## config.mk

```make
export PLATFORM = sky130hd
export DESIGN_NAME = hamming84_serial_decoder
export DESIGN_NICKNAME = d
export VERILOG_FILES = /design/src/rtl/hamming84_serial_decoder.sv
export SDC_FILE = /design/constraint.sdc
export NUM_CORES = 1
export LEC_CHECK = 0
export CORE_AREA = 2 2 70 72
export CTS_BUF_LIST = sky130_fd_sc_hd__clkbuf_2 sky130_fd_sc_hd__clkbuf_4 sky130_fd_sc_hd__clkbuf_8
export DETAILED_ROUTE_END_ITERATION = 16
export DIE_AREA = 0 0 72 74
export PLACE_DENSITY = 0.76
export SLEW_MARGIN = 20
export SYNTH_ARGS = -nofsm -noshare
export SYNTH_HDL_FRONTEND = slang
export SYNTH_SLANG_ARGS = --single-unit
```

## constraint.sdc

```tcl
create_clock -name clk -period 1.8 [get_ports clk]
set_input_delay 0.36 -clock clk [delete_from_list [all_inputs] [get_ports clk]]
set_output_delay 0.36 -clock clk [all_outputs]
set_load 0.02 [all_outputs]
```

## src/rtl/hamming84_serial_decoder.sv

```systemverilog
// Serial Hamming(8,4) SECDED decoder: deserialises codewords, corrects single-bit errors,
// flags double-bit errors and presents the payload on a valid/ready interface.
module hamming84_serial_decoder #(
    parameter int CNT_W     = 8,
    parameter bit MSB_FIRST = 1'b1
) (
    input  logic             clk,
    input  logic             rst,
    input  logic             enable,
    input  logic             sync,
    input  logic             serial_in,
    input  logic             clr_cnt,
    input  logic             out_ready,
    output logic             out_valid,
    output logic [3:0]       out_data,
    output logic             out_single_err,
    output logic             out_double_err,
    output logic [2:0]       out_syndrome,
    output logic             overrun,
    output logic             busy,
    output logic [CNT_W-1:0] corr_cnt,
    output logic [CNT_W-1:0] dbl_cnt
);

    typedef enum logic [1:0] {IDLE, SHIFT, DECODE, OUT} state_e;

    state_e           state_q, state_d;
    logic [7:0]       sr_q, sr_d;
    logic [2:0]       cnt_q, cnt_d;
    logic             valid_q, valid_d;
    logic [3:0]       data_q, data_d;
    logic             serr_q, serr_d;
    logic             derr_q, derr_d;
    logic [2:0]       syn_q, syn_d;
    logic             ovr_q, ovr_d;
    logic [CNT_W-1:0] corr_q, corr_d;
    logic [CNT_W-1:0] dbl_q, dbl_d;

    logic       start;
    logic [7:0] sr_first, sr_shift;
    logic [2:0] syn;
    logic       par;
    logic [7:0] flip, cw_fix;

    assign start = enable & sync;

    // A new frame discards whatever was in the register, so bit 1 goes into a cleared word.
    assign sr_first = MSB_FIRST ? {7'b0, serial_in} : {serial_in, 7'b0};
    assign sr_shift = MSB_FIRST ? {sr_q[6:0], serial_in} : {serial_in, sr_q[7:1]};

    assign syn = {^{sr_q[4], sr_q[5], sr_q[6], sr_q[7]},
                  ^{sr_q[2], sr_q[3], sr_q[6], sr_q[7]},
                  ^{sr_q[1], sr_q[3], sr_q[5], sr_q[7]}};
    assign par = ^sr_q;

    always_comb begin
        flip = '0;
        if (par && syn != 3'd0) flip[syn] = 1'b1;
    end
    assign cw_fix = sr_q ^ flip;

    always_comb begin
        state_d = state_q;
        sr_d    = sr_q;
        cnt_d   = cnt_q;
        valid_d = valid_q;
        data_d  = data_q;
        serr_d  = serr_q;
        derr_d  = derr_q;
        syn_d   = syn_q;
        ovr_d   = 1'b0;
        corr_d  = corr_q;
        dbl_d   = dbl_q;
        case (state_q)
            IDLE: begin
                if (start) begin
                    sr_d    = sr_first;
                    cnt_d   = 3'd1;
                    state_d = SHIFT;
                end
            end
            SHIFT: begin
                if (start) begin
                    sr_d  = sr_first;
                    cnt_d = 3'd1;
                end else if (enable) begin
                    sr_d = sr_shift;
                    if (cnt_q == 3'd7) begin
                        cnt_d   = 3'd0;
                        state_d = DECODE;
                    end else begin
                        cnt_d = cnt_q + 3'd1;
                    end
                end
            end
            DECODE: begin
                valid_d = 1'b1;
                data_d  = {cw_fix[7], cw_fix[6], cw_fix[5], cw_fix[3]};
                serr_d  = par;
                derr_d  = !par && (syn != 3'd0);
                syn_d   = syn;
                if (par && corr_q != '1) corr_d = corr_q + 1'b1;
                if (!par && syn != 3'd0 && dbl_q != '1) dbl_d = dbl_q + 1'b1;
                state_d = OUT;
            end
            OUT: begin
                if (out_ready) begin
                    valid_d = 1'b0;
                    if (start) begin
                        sr_d    = sr_first;
                        cnt_d   = 3'd1;
                        state_d = SHIFT;
                    end else begin
                        state_d = IDLE;
                    end
                end else if (start) begin
                    ovr_d = 1'b1;
                end
            end
            default: state_d = IDLE;
        endcase
        if (clr_cnt) begin
            corr_d = '0;
            dbl_d  = '0;
        end
    end

    always_ff @(posedge clk or negedge rst) begin
        if (!rst) begin
            state_q <= IDLE;
            sr_q    <= '0;
            cnt_q   <= '0;
            valid_q <= 1'b0;
            data_q  <= '0;
            serr_q  <= 1'b0;
            derr_q  <= 1'b0;
            syn_q   <= '0;
            ovr_q   <= 1'b0;
            corr_q  <= '0;
            dbl_q   <= '0;
        end else begin
            state_q <= state_d;
            sr_q    <= sr_d;
            cnt_q   <= cnt_d;
            valid_q <= valid_d;
            data_q  <= data_d;
            serr_q  <= serr_d;
            derr_q  <= derr_d;
            syn_q   <= syn_d;
            ovr_q   <= ovr_d;
            corr_q  <= corr_d;
            dbl_q   <= dbl_d;
        end
    end

    assign out_valid      = valid_q;
    assign out_data       = data_q;
    assign out_single_err = serr_q;
    assign out_double_err = derr_q;
    assign out_syndrome   = syn_q;
    assign overrun        = ovr_q;
    assign busy           = (state_q != IDLE);
    assign corr_cnt       = corr_q;
    assign dbl_cnt        = dbl_q;

endmodule

```

After elaboration in Yosys (flattened, before gate mapping)
Index checks and enable logic that the tools add are counted.
{"block": "word_totals", "input_bits": 7, "register_bits": 40, "out_inout_bits": 28, "elab_cells": 85}
{"block": "classes", "n_reduce_logical": 23, "eq_ne": 12, "n_mux": 32, "add_sub_neg": 3, "bitwise": 2, "order_cmp": 2}
{"operator": "two-way mux 8 bit", "count": 11}
{"operator": "one-hot mux 8 bit (3 select lines)", "count": 1}
{"operator": "adder 8 x 1 -> 8 bit (second input constant)", "count": 2}
{"operator": "!= test 8 bit (second input constant)", "count": 2}
{"operator": "two-way mux 3 bit", "count": 5}
{"operator": "parity 4 bit", "count": 3}
{"operator": "two-way mux 2 bit", "count": 5}
{"operator": "!= test 2 bit (second input constant)", "count": 5}
{"operator": "nonzero test 2 bit", "count": 5}
{"operator": "one-hot mux 3 bit (3 select lines)", "count": 1}
{"operator": "one-hot mux 2 bit (4 select lines)", "count": 1}
{"operator": "parity 8 bit", "count": 1}
{"operator": "bitwise XOR 8 bit", "count": 1}
{"operator": "two-way mux 1 bit", "count": 6}
{"operator": "AND reduction 2 bit", "count": 3}
{"operator": "nonzero test 3 bit", "count": 2}
{"operator": "logical AND 1 bit", "count": 5}
{"operator": "AND reduction 5 bit", "count": 1}
{"operator": "equality test 2 bit (second input constant)", "count": 2}
{"operator": "less-than comparator 3 x 4 -> 1 bit (second input constant)", "count": 1}
{"operator": "adder 3 x 1 -> 3 bit (second input constant)", "count": 1}
{"operator": "demux 1 bit (select 3 bit)", "count": 1}
{"operator": "equality test 3 bit (second input constant)", "count": 1}
{"operator": ">= comparator 3 x 1 -> 1 bit (second input constant)", "count": 1}
{"operator": "other kinds (7)", "count": 7}

Longest topological paths before layout
{"block": "depth", "word_depth": 7, "mapped_depth": 8, "mapped_depth_nobuf": 8}

Worst setup path before layout
No wires, ideal clock.
{"block": "synth_path", "path_type": "flip-flop to flip-flop", "startpoint": "register sr_q[3]", "endpoint": "register dbl_q[2] (netlist: dbl_cnt[2])", "setup_ns": 0.120, "n_path_buf": 1, "required_time_ns": 1.680, "path_stages_with_launch": 8, "synth_period_minus_slack_ns": 1.995, "slack_ns": -0.195, "arrival_time_ns": 1.875, "cell_sequence": "dfrtp_1 > buf_2 > xnor2_1 > nand2b_1 > o2111ai_2 > a21boi_4 > a21oi_1 > a31o_2"}
{"block": "synth_between", "elab_chain_cells": 6, "word_cells_on_any_way": 9, "classes_between": "9 x reduce/logical"}
{"item": "start: declaration", "line_no": "28", "source": "logic [7:0] sr_q, sr_d;"}
{"item": "start signal: assignment", "line_no": "143", "source": "sr_q <= sr_d;"}
{"item": "parity 4 bit, or another cell as far along", "line_no": "53", "source": "^{sr_q[1], sr_q[3], sr_q[5], sr_q[7]}};"}
{"item": "nonzero test 3 bit or zero test 1 bit (tied branches)", "line_no": "103", "source": "if (!par && syn != 3'd0 && dbl_q != '1) dbl_d = dbl_q + 1'b1;"}
{"item": "logical AND 1 bit * (2 in series)", "line_no": "103"}
{"item": "nonzero test 2 bit (no source line) *"}
{"item": "AND reduction 2 bit (no source line) *"}
{"item": "end signal: assignment", "line_no": "152", "source": "dbl_q <= dbl_d;"}
{"item": "end: declaration", "line_no": "37", "source": "logic [CNT_W-1:0] dbl_q, dbl_d;"}
Every way passes the cells marked *; elsewhere a longest branch is shown, timed or not.
A chain may end at the register's enable or synchronous reset.

Worst setup path in the final report
{"block": "layout_path", "startpoint": "register sr_q[7]", "endpoint": "register dbl_q[3] (netlist: dbl_cnt[3])"}
{"block": "layout_between", "elab_chain_cells": 6, "word_cells_on_any_way": 10, "classes_between": "10 x reduce/logical"}
{"item": "parity 4 bit, or another cell as far along", "line_no": "53"}
{"item": "nonzero test 3 bit or zero test 1 bit (tied branches)", "line_no": "103"}
{"item": "logical AND 1 bit * (2 in series)", "line_no": "103"}
{"item": "nonzero test 2 bit (no source line) *"}
{"item": "AND reduction 2 bit (no source line) *"}
Marks and branches as above.

==> out/metrics.cfg <==
[detailed_routing]
drc=0
drt_first_pass_iters=4
drtIter0Drc=72
num_vias=1935
vias_per_cell=5.26
wl_mm=5.05
ant_nets=0
wire_per_inst_um=13.7

[floorplan]
start_util=0.481
die_area_mm2=0.00533
core_area_mm2=0.00460
fp-row-count=25
die_w_um=72
die_height_um=74
io_pins=35

[grt]
grt_pass1_wl_mm=7.99
grtUsageTotal=0.192
first_global_vias=1803
grt-ovfl-total=0
grt_max_degree=24
antenna_found_initial=0

[place]
port_buffers=34
placed_cell_area_mm2=0.00297
hpwlAfterDp_mm=3.45
gp_congestion=0.780
placed_cells=353

[sta]
min_period_over_period=1.04
slew_headroom=0.675
hold_violations=3
tns_ns=-0.374
fin_crit_ns=1.87
tightest_slew_ns=0.487
maxSlewViolCount=0
fin_ws_ns=-0.0705
setup_viol=9
fmax_ghz=0.535
fin_skew_ns=0.00570
whs_ns=-0.00450
grt_setup_unrepaired=yes

[yosys]
netlist_area_mm2=0.00221
yosys_most_used_dff=dfrtp_1
synth_top_family_by_area=simple AND/OR/NAND/NOR gates
syn_avg_cell_area_um2=9.33
synth_edf_count=0
synthSimpleGateAreaFrac=0.221
synth-adder-area-share=0.0509
synthCells=237
synthArstFlopShare=1.00
yosysWarningCount=0
muxShareOfSynthArea=0.00905
yosysSeqAreaShare=0.452
synth_compound_area_frac=0.127
ys_ff_latch=40
synthXorXnorAreaFrac=0.105
ys_types=45
syn_nets=253

[cts]
insertion_delay_ns=0.29
cts-root-buf=clkbuf_8
cts_tree=yes
clk_pin_slew_worst_paths_ns=0.08
cts_sinks=40
hold_buffers=0
cts_buffers=5
htreeDepth=2
cts_buffer_depth=2

[layout]
final_common_cell=buf_4
final_cell_count_no_fill=368
fin_util=0.720
antenna_cells=0
layout-drive-gt1-share=0.315
final_area_mm2=0.00331
final_cell_mix=buf_4 (40), dfrtp_1 (34), clkdlybuf4s50_1 (31)
finalNetCount=329
area_growth_pct=49.6

[pwr]
p_total_mw=4.61
power.density_mw_per_mm2=1390
p_leak_nw=1.44
ir_worst_vdd_mv=0.955

[status]
violations=hold timing, setup timing
status=finished, violations left

[worst_setup_path]
crit_family=compound AO/OA/AOI/OAI gates
path_class=reg2reg
cp_num_buf_inv=0
start_kind=flip-flop
critPathCaptureType=flip-flop
critPathArrivalTime_ns=2.06
crit_chain=xnor2_4, xnor2_4, o2111ai_4, a21boi_4, a21oi_1, a31o_2
cp.depth=6
slowest_delay_ns=0.50
slowest_stage=dfrtp_2
path_max_fanout=5
required_ns=1.99
cpMostUsedCell=xnor2_4
ff2ff_path_depth=6

[hold_path]
holdCritPathClass=in2async

[run]
maxCapViolCount=0

## Yosys cell counts (2+ instances only)
library cell | number | area share
a31o_2 | 3 | 0.012
a21oi_1 | 16 | 0.036
o21ai_0 | 6 | 0.014
inv_1 | 8 | 0.014
ha_1 | 9 | 0.051
a31oi_1 | 2 | 0.0057
xnor2_2 | 3 | 0.022
nand3_1 | 14 | 0.032
o21a_1 | 2 | 0.0068
nor3b_1 | 3 | 0.010
nand2b_1 | 6 | 0.017
nor3_1 | 3 | 0.0068
nor2_1 | 32 | 0.054
clkbuf_1 | 5 | 0.0085
nor4_1 | 2 | 0.0057
dfrtp_1 | 40 | 0.45
o21ai_1 | 2 | 0.0045
xnor2_1 | 20 | 0.079
mux2i_1 | 2 | 0.0091
nand2_1 | 28 | 0.048
nand4_1 | 2 | 0.0057
a22oi_1 | 2 | 0.0068
buf_2 | 2 | 0.0045
and3_1 | 4 | 0.011
## path summary, 6_finish.rpt
kind                                       from                     end  slack (ns)
max                         sr_q[7]$_DFFE_PN0P_  dbl_cnt[3]$_DFFE_PN0P_       -0.07
min                                         rst    cnt_q[0]$_DFFE_PN0P_      -0.005
max reg2reg                 sr_q[7]$_DFFE_PN0P_  dbl_cnt[3]$_DFFE_PN0P_       -0.07
min reg2reg                cnt_q[1]$_DFFE_PN0P_    cnt_q[1]$_DFFE_PN0P_        0.49
max in group asynchronous                   rst     sr_q[6]$_DFFE_PN0P_        1.33
min in group clk           cnt_q[1]$_DFFE_PN0P_    cnt_q[1]$_DFFE_PN0P_        0.49
## cell type report
cell class                      count  area (um^2)
Sequential cell                    40         1010
Inverter                            8         30.0
Multi-Input combinational cell    180         1390
Tap cell                           54         67.6
Clock buffer                        7         96.3
Fill cell                         304         1290
Clock inverter                      1         30.0
Timing Repair Buffer               78          687
## what timing repair did
item	CTS	global route
gates cloned	1	0
setup buffers	1	5
pin swaps	5	7
setup endpoints to repair	19	33
gates resized for setup	14	22
## kinds of logic (layout without fill, tap and decap cells)
kind of cell,after synthesis,after routing
simple gates,102,102
compound gates,42,43
flops,40,40
xor+xnor,24,24
buf+inv,18,94
fa+ha+maj,9,9
mux,2,2
## per-layer routing
metal / vias up / global-route usage / part of all wire
met5: - / 0 / 0
met2: 32 / 0.324 / 0.51
li1: 961 / - / -
met4: 0 / 0.0776 / 0.019
met1: 934 / 0.243 / 0.45
met3: 8 / 0.0393 / 0.027
## flip-flops by register name, indices dropped and copies added, names as in the netlist
name	flops
cnt_q	3
corr_cnt	8
dbl_cnt	8
out_data	4
out_double_err	1
out_single_err	1
out_syndrome	3
out_valid	1
overrun	1
sr_q	8
state_q	2
## worst register-to-register path, cell delays in order, from the launching register on
cell       delay, ns
dfrtp_2         0.50
xnor2_4         0.17
xnor2_4         0.29
o2111ai_4       0.23
a21boi_4        0.26
a21oi_1         0.09
a31o_2          0.21
## stage by stage
stage               worst slack (ns)  hold slack, ns
floorplan                    -0.0294          0.0644
global placement              -0.145           0.328
detailed placement            -0.211           0.329
CTS                          -0.0789         0.00599
global route                  -0.161          0.0351
finish                       -0.0705        -0.00450
## report_power, final
| group | internal, mW | switching [mW] |
|---|---|---|
| logic | 1.23 | 1.28 |
| registers | 1.12 | 0.163 |
| clock network | 0.490 | 0.320 |
| total | 2.84 | 1.77 |
Note: power is estimated with default switching activity, not from simulation.
